<file path="config.mk">
export PLATFORM = sky130hd
export DESIGN_NAME = ysyx_23060240_clint
export DESIGN_NICKNAME = d
export VERILOG_FILES = /design/src/rtl/ysyx_23060240_clint_pkg.sv /design/src/rtl/ysyx_23060240_clint_timer.sv /design/src/rtl/ysyx_23060240_clint.sv
export SDC_FILE = /design/constraint.sdc
export NUM_CORES = 1
export LEC_CHECK = 0
export CAP_MARGIN = 10
export CORE_MARGIN = 2
export CORE_UTILIZATION = 45
export DETAILED_ROUTE_END_ITERATION = 8
export GPL_ROUTABILITY_DRIVEN = 0
export PLACE_DENSITY_LB_ADDON = 0.15
export SYNTH_ARGS = -nofsm -noshare
export SYNTH_HDL_FRONTEND = slang
export SYNTH_HIERARCHICAL = 1
export SYNTH_SLANG_ARGS = --single-unit
export TNS_END_PERCENT = 50
</file>
<file path="constraint.sdc">
create_clock -name clk -period 9.2 [get_ports clk]
set_input_delay 0.92 -clock clk [delete_from_list [all_inputs] [get_ports clk]]
set_output_delay 0.92 -clock clk [all_outputs]
set_load 0.1 [all_outputs]
</file>
<file path="src/rtl/ysyx_23060240_clint_pkg.sv">
// Shared definitions for the core-local timer: register offsets, FSM states, helpers.
// Latency: n/a (package).
// Backpressure: n/a (package).
package ysyx_23060240_clint_pkg;

    // Byte offsets of the four 32-bit registers inside the 16-byte window
    localparam logic [3:0] CLINT_MTIME_LO    = 4'h0;
    localparam logic [3:0] CLINT_MTIME_HI    = 4'h4;
    localparam logic [3:0] CLINT_MTIMECMP_LO = 4'h8;
    localparam logic [3:0] CLINT_MTIMECMP_HI = 4'hC;

    typedef enum logic {
        R_IDLE = 1'b0,
        R_DATA = 1'b1
    } rd_state_e;

    typedef enum logic {
        W_IDLE = 1'b0,
        W_RESP = 1'b1
    } wr_state_e;

    // Replace only the byte lanes enabled in strb
    function automatic logic [31:0] strb_merge(input logic [31:0] old_val,
                                               input logic [31:0] new_val,
                                               input logic [3:0]  strb);
        logic [31:0] res;
        res = old_val;
        for (int i = 0; i < 4; i++) begin
            if (strb[i]) begin
                res[i*8 +: 8] = new_val[i*8 +: 8];
            end
        end
        return res;
    endfunction

    // Register offset of an address, word aligned
    function automatic logic [3:0] reg_offset(input logic [1:0] sel);
        return {sel, 2'b00};
    endfunction

endpackage

</file>
<file path="src/rtl/ysyx_23060240_clint_timer.sv">
// Prescaled 64-bit mtime counter, mtimecmp register and registered compare interrupt.
// Latency: writes land on the next edge; irq reflects the compare one cycle later.
// Backpressure: none, write enables are single-cycle strobes from the bus front end.
module ysyx_23060240_clint_timer
    import ysyx_23060240_clint_pkg::*;
#(
    parameter logic [15:0] PRESCALE = 16'd1
) (
    input  logic        clk,
    input  logic        rst,
    input  logic        mtime_lo_we,
    input  logic        mtime_hi_we,
    input  logic        mtimecmp_lo_we,
    input  logic        mtimecmp_hi_we,
    input  logic [31:0] wdata,
    input  logic [3:0]  wstrb,
    output logic [63:0] mtime,
    output logic [63:0] mtimecmp,
    output logic        irq
);

    localparam logic [15:0] PRESC_MAX = PRESCALE - 16'd1;

    logic [15:0] presc;
    logic        tick;
    logic        mtime_we;

    assign tick     = (presc == PRESC_MAX);
    assign mtime_we = mtime_lo_we | mtime_hi_we;

    // Prescaler: a software write to mtime restarts the tick phase
    always_ff @(posedge clk or negedge rst) begin
        if (!rst) begin
            presc <= 16'd0;
        end else if (mtime_we || tick) begin
            presc <= 16'd0;
        end else begin
            presc <= presc + 16'd1;
        end
    end

    // mtime: a bus write takes priority and swallows a coincident tick
    always_ff @(posedge clk or negedge rst) begin
        if (!rst) begin
            mtime <= 64'd0;
        end else if (mtime_lo_we) begin
            mtime <= {mtime[63:32], strb_merge(mtime[31:0], wdata, wstrb)};
        end else if (mtime_hi_we) begin
            mtime <= {strb_merge(mtime[63:32], wdata, wstrb), mtime[31:0]};
        end else if (tick) begin
            mtime <= mtime + 64'd1;
        end
    end

    // mtimecmp: resets to all ones so the interrupt stays quiet until programmed
    always_ff @(posedge clk or negedge rst) begin
        if (!rst) begin
            mtimecmp <= 64'hFFFF_FFFF_FFFF_FFFF;
        end else if (mtimecmp_lo_we) begin
            mtimecmp <= {mtimecmp[63:32], strb_merge(mtimecmp[31:0], wdata, wstrb)};
        end else if (mtimecmp_hi_we) begin
            mtimecmp <= {strb_merge(mtimecmp[63:32], wdata, wstrb), mtimecmp[31:0]};
        end
    end

    // Level interrupt registered from the current register values
    always_ff @(posedge clk or negedge rst) begin
        if (!rst) begin
            irq <= 1'b0;
        end else begin
            irq <= (mtime >= mtimecmp);
        end
    end

endmodule

</file>
<file path="src/rtl/ysyx_23060240_clint.sv">
// CLINT AXI4-Lite slave: address decode, read/write channel FSMs around the timer core.
// Latency: read data one cycle after AR accept; write response one cycle after AW+W both held.
// Backpressure: arready low while read data is pending; aw/wready low once held or while bvalid.
module ysyx_23060240_clint
    import ysyx_23060240_clint_pkg::*;
#(
    parameter logic [31:0] BASE_ADDR = 32'h0200_0000,
    parameter logic [15:0] PRESCALE  = 16'd1
) (
    input  logic        clk,
    input  logic        rst,
    input  logic [31:0] saxi_araddr,
    input  logic        saxi_arvalid,
    output logic        saxi_arready,
    output logic [31:0] saxi_rdata,
    output logic        saxi_rvalid,
    input  logic        saxi_rready,
    input  logic [31:0] saxi_awaddr,
    input  logic        saxi_awvalid,
    output logic        saxi_awready,
    input  logic [31:0] saxi_wdata,
    input  logic [3:0]  saxi_wstrb,
    input  logic        saxi_wvalid,
    output logic        saxi_wready,
    output logic        saxi_bvalid,
    input  logic        saxi_bready,
    output logic        timer_irq
);

    rd_state_e   r_state, r_next;
    wr_state_e   w_state, w_next;

    logic [63:0] mtime, mtimecmp, snapshot;
    logic [31:0] rd_dec;
    logic        ar_fire, ar_hit;

    logic        aw_held, w_held;
    logic [31:0] awaddr_q, wdata_q;
    logic [3:0]  wstrb_q;
    logic        aw_fire, w_fire, commit;
    logic [31:0] eff_addr, eff_data;
    logic [3:0]  eff_strb;
    logic        wr_hit;
    logic        unused_addr_bits;

    // Sub-word address bits carry no meaning on this 32-bit register file
    assign unused_addr_bits = ^{saxi_araddr[1:0], awaddr_q[1:0], saxi_awaddr[1:0]};

    // ---------------- read channel ----------------

    // Read FSM state register
    always_ff @(posedge clk or negedge rst) begin
        if (!rst) begin
            r_state <= R_IDLE;
        end else begin
            r_state <= r_next;
        end
    end

    // Read FSM next state
    always_comb begin
        r_next = r_state;
        case (r_state)
            R_IDLE:  if (saxi_arvalid) r_next = R_DATA;
            R_DATA:  if (saxi_rready)  r_next = R_IDLE;
            default: r_next = R_IDLE;
        endcase
    end

    // Read FSM outputs
    always_comb begin
        saxi_arready = (r_state == R_IDLE);
        saxi_rvalid  = (r_state == R_DATA);
    end

    assign ar_fire = saxi_arvalid & saxi_arready;
    assign ar_hit  = (saxi_araddr[31:4] == BASE_ADDR[31:4]);

    // Read decode; the high mtime half comes from the snapshot taken on the low read
    always_comb begin
        rd_dec = 32'd0;
        if (ar_hit) begin
            case (reg_offset(saxi_araddr[3:2]))
                CLINT_MTIME_LO:    rd_dec = mtime[31:0];
                CLINT_MTIME_HI:    rd_dec = snapshot[63:32];
                CLINT_MTIMECMP_LO: rd_dec = mtimecmp[31:0];
                CLINT_MTIMECMP_HI: rd_dec = mtimecmp[63:32];
                default:           rd_dec = 32'd0;
            endcase
        end
    end

    // Read data and snapshot capture on AR acceptance
    always_ff @(posedge clk or negedge rst) begin
        if (!rst) begin
            saxi_rdata <= 32'd0;
            snapshot   <= 64'd0;
        end else if (ar_fire) begin
            saxi_rdata <= rd_dec;
            if (ar_hit && reg_offset(saxi_araddr[3:2]) == CLINT_MTIME_LO) begin
                snapshot <= mtime;
            end
        end
    end

    // ---------------- write channel ----------------

    // Write FSM state register
    always_ff @(posedge clk or negedge rst) begin
        if (!rst) begin
            w_state <= W_IDLE;
        end else begin
            w_state <= w_next;
        end
    end

    // Write FSM next state
    always_comb begin
        w_next = w_state;
        case (w_state)
            W_IDLE:  if (commit)      w_next = W_RESP;
            W_RESP:  if (saxi_bready) w_next = W_IDLE;
            default: w_next = W_IDLE;
        endcase
    end

    // Write FSM outputs; each channel stops accepting once its beat is held
    always_comb begin
        saxi_awready = (w_state == W_IDLE) && !aw_held;
        saxi_wready  = (w_state == W_IDLE) && !w_held;
        saxi_bvalid  = (w_state == W_RESP);
    end

    // Commit as soon as both beats are available, held or arriving this cycle
    always_comb begin
        aw_fire  = saxi_awvalid & saxi_awready;
        w_fire   = saxi_wvalid & saxi_wready;
        commit   = (w_state == W_IDLE) && (aw_held || aw_fire) && (w_held || w_fire);
        eff_addr = aw_held ? awaddr_q : saxi_awaddr;
        eff_data = w_held  ? wdata_q  : saxi_wdata;
        eff_strb = w_held  ? wstrb_q  : saxi_wstrb;
        wr_hit   = commit && (eff_addr[31:4] == BASE_ADDR[31:4]) && (eff_strb != 4'd0);
    end

    // Held AW/W payloads and flags
    always_ff @(posedge clk or negedge rst) begin
        if (!rst) begin
            aw_held  <= 1'b0;
            w_held   <= 1'b0;
            awaddr_q <= 32'd0;
            wdata_q  <= 32'd0;
            wstrb_q  <= 4'd0;
        end else begin
            if (aw_fire) awaddr_q <= saxi_awaddr;
            if (w_fire) begin
                wdata_q <= saxi_wdata;
                wstrb_q <= saxi_wstrb;
            end
            if (commit) begin
                aw_held <= 1'b0;
                w_held  <= 1'b0;
            end else begin
                if (aw_fire) aw_held <= 1'b1;
                if (w_fire)  w_held  <= 1'b1;
            end
        end
    end

    ysyx_23060240_clint_timer #(
        .PRESCALE (PRESCALE)
    ) u_timer (
        .clk            (clk),
        .rst            (rst),
        .mtime_lo_we    (wr_hit && reg_offset(eff_addr[3:2]) == CLINT_MTIME_LO),
        .mtime_hi_we    (wr_hit && reg_offset(eff_addr[3:2]) == CLINT_MTIME_HI),
        .mtimecmp_lo_we (wr_hit && reg_offset(eff_addr[3:2]) == CLINT_MTIMECMP_LO),
        .mtimecmp_hi_we (wr_hit && reg_offset(eff_addr[3:2]) == CLINT_MTIMECMP_HI),
        .wdata          (eff_data),
        .wstrb          (eff_strb),
        .mtime          (mtime),
        .mtimecmp       (mtimecmp),
        .irq            (timer_irq)
    );

endmodule

</file>
==> results of run 1 <==
-- kinds of logic after synthesis --
group,Yosys count
AO/OA/AOI/OAI,243
flip-flops,279
adder cells (fa/ha/maj),67
multiplexers,268
AND/OR/NAND/NOR,421
buffers and inverters,177
XOR/XNOR,13
-- per-stage QoR --
stage	power, uW	std cells
after global placement	2460	2010
after detailed placement	2480	2010
after floorplan	2180	1468
final	3760	2075
after global routing	3960	2075
after CTS	3800	2074
-- power by group through the flow --
stage	combinational (uW)	clock (uW)	sequential, uW
floorplan	611	0	1570
detailed placement	862	0	1620
finish	857	1300	1600
global route	944	1380	1640
global placement	848	0	1610
CTS	865	1330	1600
-- worst max-delay path: cells and delay by family (launching register included) --
kind                   cells  cell delay, ns
multiplexers               1            0.45
AND/OR/NAND/NOR            5            2.91
flip-flops                 1            0.74
buffers and inverters      1            0.44
AO/OA/AOI/OAI              2            0.29
-- state kept, by name (all words and copies together) (netlist names) --
name / count
wdata_q: 32
snapshot: 32
awaddr_q: 30
saxi_rdata: 32
saxi_rvalid: 1
aw_held: 1
w_held: 1
u_timer/mtimecmp: 64
u_timer/irq: 1
saxi_bvalid: 1
u_timer/presc: 16
wstrb_q: 4
u_timer/mtime: 64
-- cells in the mapped netlist, types with 8 or more instances --
| master | instances | area, um2 |
|---|---|---|
| mux4_2 | 32 | 721 |
| nand4_1 | 37 | 231 |
| dfrtp_1 | 215 | 5380 |
| and4_1 | 19 | 166 |
| nor2b_1 | 9 | 56.3 |
| inv_1 | 111 | 417 |
| mux2_2 | 200 | 2250 |
| nand3_1 | 37 | 185 |
| a22oi_1 | 16 | 120 |
| a221oi_1 | 9 | 78.8 |
| o21ai_1 | 27 | 135 |
| a21o_1 | 14 | 105 |
| nor2_1 | 89 | 334 |
| and3_1 | 14 | 87.6 |
| nor4_1 | 26 | 163 |
| dfstp_2 | 64 | 1680 |
| clkbuf_1 | 40 | 150 |
| mux2i_1 | 35 | 350 |
| nor3_1 | 32 | 160 |
| buf_2 | 14 | 70.1 |
| ha_1 | 67 | 838 |
| o21ai_0 | 55 | 275 |
| a21oi_1 | 65 | 325 |
| xor2_1 | 8 | 70.1 |
| o22ai_1 | 19 | 119 |
| nand2_1 | 124 | 465 |
-- how the worst max path moves through the flow --
| stage | start | endpoint | slack, ns | cells after the start |
|---|---|---|---|---|
| 3_5_place_dp | saxi_awaddr[12] | u_timer/mtime[60]$_DFFE_PN0P_ | 4.07 | 10 |
| 6_report | w_held$_DFFE_PN0P_ | u_timer/mtime[41]$_DFFE_PN0P_ | 4.28 | 9 |
| 2_1_floorplan | saxi_wstrb[2] | u_timer/mtime[41]$_DFFE_PN0P_ | 5.51 | 10 |
| 5_1_grt | w_held$_DFFE_PN0P_ | u_timer/mtime[41]$_DFFE_PN0P_ | 4.05 | 9 |
| 3_3_place_gp | saxi_wstrb[0] | u_timer/mtime[41]$_DFFE_PN0P_ | 4.14 | 9 |
| 4_1_cts | w_held$_DFFE_PN0P_ | u_timer/mtime[41]$_DFFE_PN0P_ | 4.30 | 9 |
-- layer usage --
| metal | global-route usage (%) | vias up | part of all wire, % |
|---|---|---|---|
| met5 | 0 | - | 0 |
| met4 | 5.69 | 0 | 2.0 |
| met3 | 3.17 | 58 | 5.2 |
| met2 | 36.5 | 397 | 45 |
| met1 | 33.5 | 5962 | 48 |
| li1 | - | 5617 | - |
-- final cells by class --
class                   instances  area, um2  share of cell area, %
clock buffers                  55       1020                   5.51
clock inverters                 9       62.6                  0.337
flip-flops and latches        279       7060                   38.1
multi-input cells            1012       7890                   42.6
inverters                     111        417                   2.25
repair buffers                154       1520                   8.18
well taps                     455        569                   3.07
==> metrics.txt, run 1 <==
Post-synth ARST share=100%; CP max stage delay=0.74 ns; Die ar.=36,300 um2; Synthesis Warnings=6; clock tree from TritonCTS=built; Core Area=34,500 um2; flops & latches, synth=279; DR iter-0 viols=701; syn nets=1,642; Worst slew margin=28.8%; MaxCap Viol Count=0; mux cell area share after synthesis=21.3%; TNS Setup=0 ns; die height=191 um; final core occ=53.8%; Hold WC Path Type=in2async; Ports=145; worst-margin pin slew=1.06 ns; initial core utilization=45.5%; PortBufs=140; CP Capture Type=flop; Root Buffer=clkbuf_16; Routed WL=41,000 um; Crit Path Max Fanout=32; Period minus WS final=4.92 ns; Worst VDD drop=0.283 mV; endpoint of the lowest-slack register-to-register path=u_timer/mtime[41]$_DFFE_PN0P_; post-synthesis adder-cell area fraction=5.35%; pre-CTS WS=4.07 ns; H-tree depth=2; most common cell after layout, fill and taps aside=dfrtp_1; Via Count=12.0k; post-DR wirelength/cell=19.8 um; RSZ-0062 raised after global routing=no; clock buffer depth=3; # setup viols final=0; Avg Vias per Cell=5.80; Psw=1160 uW; final slew viol count=0; Final WS setup=4.28 ns; cell count of the worst reg-to-reg path=9; predominant post-synthesis flop cell=dfrtp_1; critical path launch point type=flop; reg2reg start=w_held$_DFFE_PN0P_; clk sink count=279; first-pass GRT wire length=66,600 um; Gate power share=22.8%; Final #Nets=1,767; Int Power=2600 uW; fillcell total=3,067; Sequential Power Share=42.7%; Final Hold Fails=0; post-synth cell types=59; vias in the first global route=11.9k; Peak Freq=203 MHz; Synth Instances=1,468; most frequent cells in the layout=214 x dfrtp_1, 200 x mux2_2, 138 x clkdlybuf4s50_1; Pre-antenna DRT Iters=5; GRT Util Overall=23.1%; Worst Skew=0.0185 ns; post-route ant nets=0; Die Wd=191 um; largest net degree at the start of global routing=163; initial antenna violation count=0; crit path max-delay cell type=dfrtp_2; Area after DPL=17,400 um2; cell area after synthesis=15,700 um2; CP required=9.66 ns; outcome=complete, no violations; ratio of cells with drive above 1 in the final layout=23.4%; Tcrit/Tclk final=53.5%; DR DRC count=0; Overflow after GRT=0; XOR/XNOR share of the synthesized area=0.726%; fin area=18,500 um2; reg2reg setup slack=4.28 ns; Layout area overhead=18.3%; number of placement rows=68; main combinational cell family by area after synthesis=multiplexers; clk_lat worst skew=0.52 ns; syn_area_per_cell=10.7 um2; Clk network pwr share=34.5%; Fin Hold WS=0.350 ns; post-CTS sizing=0; Compound-Gate Fraction of Synth Area=9.40%; total CTS buffers=35; crit-path cells=buf_4 -> mux2_2 -> or4_1 -> and4_1 -> or2_2 -> or2_2 -> or4_1 -> a21oi_1 -> a221o_2; Power Density=203 nW/um2; HPWL after DPL=28,500 um; postcts setup bufs=0; Seq/Total Area, Yosys=45.1%; Switching Share=31.0%; ANT cells=0; Post-synth EDFFs=0; Lkg Pwr=0.00749 uW; crit path DAT=5.39 ns; Synth Area in Simple Gates=13.5%; hold bufs inserted after CTS=0; Clk pin slew, worst setup/hold paths=0.06 ns; Setup CP Type=reg2reg
(Power assumes the default switching activity.)
==> inputs of run 2 (changes only) <==
==> constraint.sdc (replaced) <==
create_clock -name clk -period 4.4 [get_ports clk]
set_input_delay 0.44 -clock clk [delete_from_list [all_inputs] [get_ports clk]]
set_output_delay 0.44 -clock clk [all_outputs]
set_load 0.1 [all_outputs]
==> run 2 against run 1 <==
  * Worst setup slack got worse by 3.5 ns
  * Sequential share of layout area increased by 0.072 points
  * Via count decreased by 0.25%
  * Die area unchanged
  * Highest routed layer is now met5
  * Clock skew decreased by 0.0055 ns
  * Worst hold slack improved by 0.081 ns
  * Combinational power increased by 110%
  * Clock-buffer cell count decreased by 5
  * Register-to-register slack got worse by 3.5 ns
==> metrics.txt, run 2 (synthesis gave the netlist of run 1 again) <==
clk_lat worst skew=0.57 ns; Worst Skew=0.0130 ns; first-pass GRT wire length=65,900 um; Ports=145; post-DR wirelength/cell=19.6 um; Period minus WS final=3.66 ns; Die Wd=191 um; HP Start=saxi_bready; Clk pin slew, worst setup/hold paths=0.06 ns; Lkg Pwr=0.00748 uW; Die ar.=36,300 um2; Worst VDD drop=0.418 mV; most common cell after layout, fill and taps aside=dfrtp_1; # setup viols final=0; RSZ-0062 raised after global routing=no; Sequential Power Share=43.5%; clk sink count=279; PortBufs=140; Clk network pwr share=32.3%; final slew viol count=0; most used cell along the critical path=buf_4; most frequent cells in the layout=214 x dfrtp_1, 200 x mux2_2, 138 x clkdlybuf4s50_1; CP max stage delay=0.49 ns; placed insts=2,021; crit path DAT=4.10 ns; CP bufs+invs=2; largest net degree at the start of global routing=112; CP required=4.84 ns; Routed WL=40,900 um; Avg Vias per Cell=5.77; clock tree from TritonCTS=built; family with the most delay on the worst path=simple AND/OR/NAND/NOR gates; Gate power share=24.1%; Peak Freq=273 MHz; HPWL after DPL=29,700 um; GRT Util Overall=22.8%; Final Hold Fails=0; Tcrit/Tclk final=83.1%; ANT cells=0; initial core utilization=45.5%; Worst slew margin=19.6%; clock buffer depth=3; post-route ant nets=0; Pre-antenna DRT Iters=5; outcome=complete, no violations; Core Area=34,500 um2; crit path max-delay cell type=or4_1; number of placement rows=68; Largest regs=u_timer/mtime: 64 flops, u_timer/mtimecmp: 64 flops; critical path launch point type=flop; Layout area overhead=18.0%; TNS Setup=0 ns; vias in the first global route=12.0k; DR iter-0 viols=695; Hold WC Path Type=in2reg; Int Power=5260 uW; Via Count=12.0k; total CTS buffers=31; MaxCap Viol Count=0; initial antenna violation count=1; crit path launch=w_held$_DFFE_PN0P_; Psw=2370 uW; Pwr Total=7630 uW; Final #Nets=1,774; Final Non-Filler Cells=2,080; postcts setup bufs=0; worst-margin pin slew=1.19 ns; Switching Share=31.0%; CP Capture Type=flop; crit-path cells=buf_4 -> mux2_2 -> or4_1 -> and4_1 -> or2_2 -> nor2_2 -> buf_4 -> nor2_1 -> a21o_1 -> a221o_1; Crit Path Max Fanout=21; reg2reg start=w_held$_DFFE_PN0P_; DR DRC count=0; Root Buffer=clkbuf_16; Setup CP Type=reg2reg; Power Density=413 nW/um2; die height=191 um; H-tree depth=1; ratio of cells with drive above 1 in the final layout=23.4%; Overflow after GRT=0
[run 2: stage by stage]
stage | instance area, um2 | hold WS, ns | setup slack, ns | util [%]
2_1_floorplan | 15700 | 0.144 | 0.989 | -
3_3_place_gp | 17500 | 0.466 | 0.634 | 50.9
3_5_place_dp | 17500 | 0.467 | 0.611 | 50.9
4_1_cts | 18500 | 0.410 | 0.772 | 53.7
5_1_grt | 18500 | 0.421 | 0.447 | 53.7
6_report | 18500 | 0.431 | 0.743 | 53.7
[run 2: worst register-to-register path, cell delays in order, from the launching register on]
cell and delay (ns):
dfrtp_2 0.41, buf_4 0.34, mux2_2 0.46, or4_1 0.49, and4_1 0.25, or2_2 0.44
nor2_2 0.17, buf_4 0.28, nor2_1 0.21, a21o_1 0.20, a221o_1 0.28
[run 2: layout make-up]
class                           instances  area (um2)
Fill cell                            3069       16000
Multi-Input combinational cell       1012        7890
Sequential cell                       279        7060
Timing Repair Buffer                  165        1600
Clock buffer                           50         887
Tap cell                              455         569
Inverter                              111         417
Clock inverter                          8        73.8
[run 2: per-layer routing]
metal  global-route usage (%)  wire (um)
met3                     2.80       2110
met4                     6.26       1070
met2                     36.8      18600
met5                        0         13
met1                     32.6      19100
[run 2: what timing repair did]
item	in CTS	in global routing
hold buffers	1	0
gates resized for setup	0	0
hold endpoints to repair	37	0
[run 2: path summary, 6_finish.rpt]
path                       cells past startpoint  slack (ns)                                to
max                                           10        0.74     u_timer/mtime[15]$_DFFE_PN0P_
min                                            2        0.43             saxi_bvalid$_DFF_PN0_
max reg2reg                                   10        0.74     u_timer/mtime[15]$_DFFE_PN0P_
min reg2reg                                    2        0.48        saxi_rdata[18]$_DFFE_PN0P_
max in group asynchronous                      3        2.87  u_timer/mtimecmp[58]$_DFFE_PN1P_
min in group asynchronous                      2        0.54            wdata_q[6]$_DFFE_PN0P_
[run 2: power groups by stage]
stage / logic, uW / clock network (uW) / registers (uW)
2_1_floorplan: 1280 / 0 / 3270
3_3_place_gp: 1820 / 0 / 3330
3_5_place_dp: 1850 / 0 / 3360
4_1_cts: 1860 / 2530 / 3320
5_1_grt: 2010 / 2640 / 3390
6_report: 1840 / 2470 / 3320
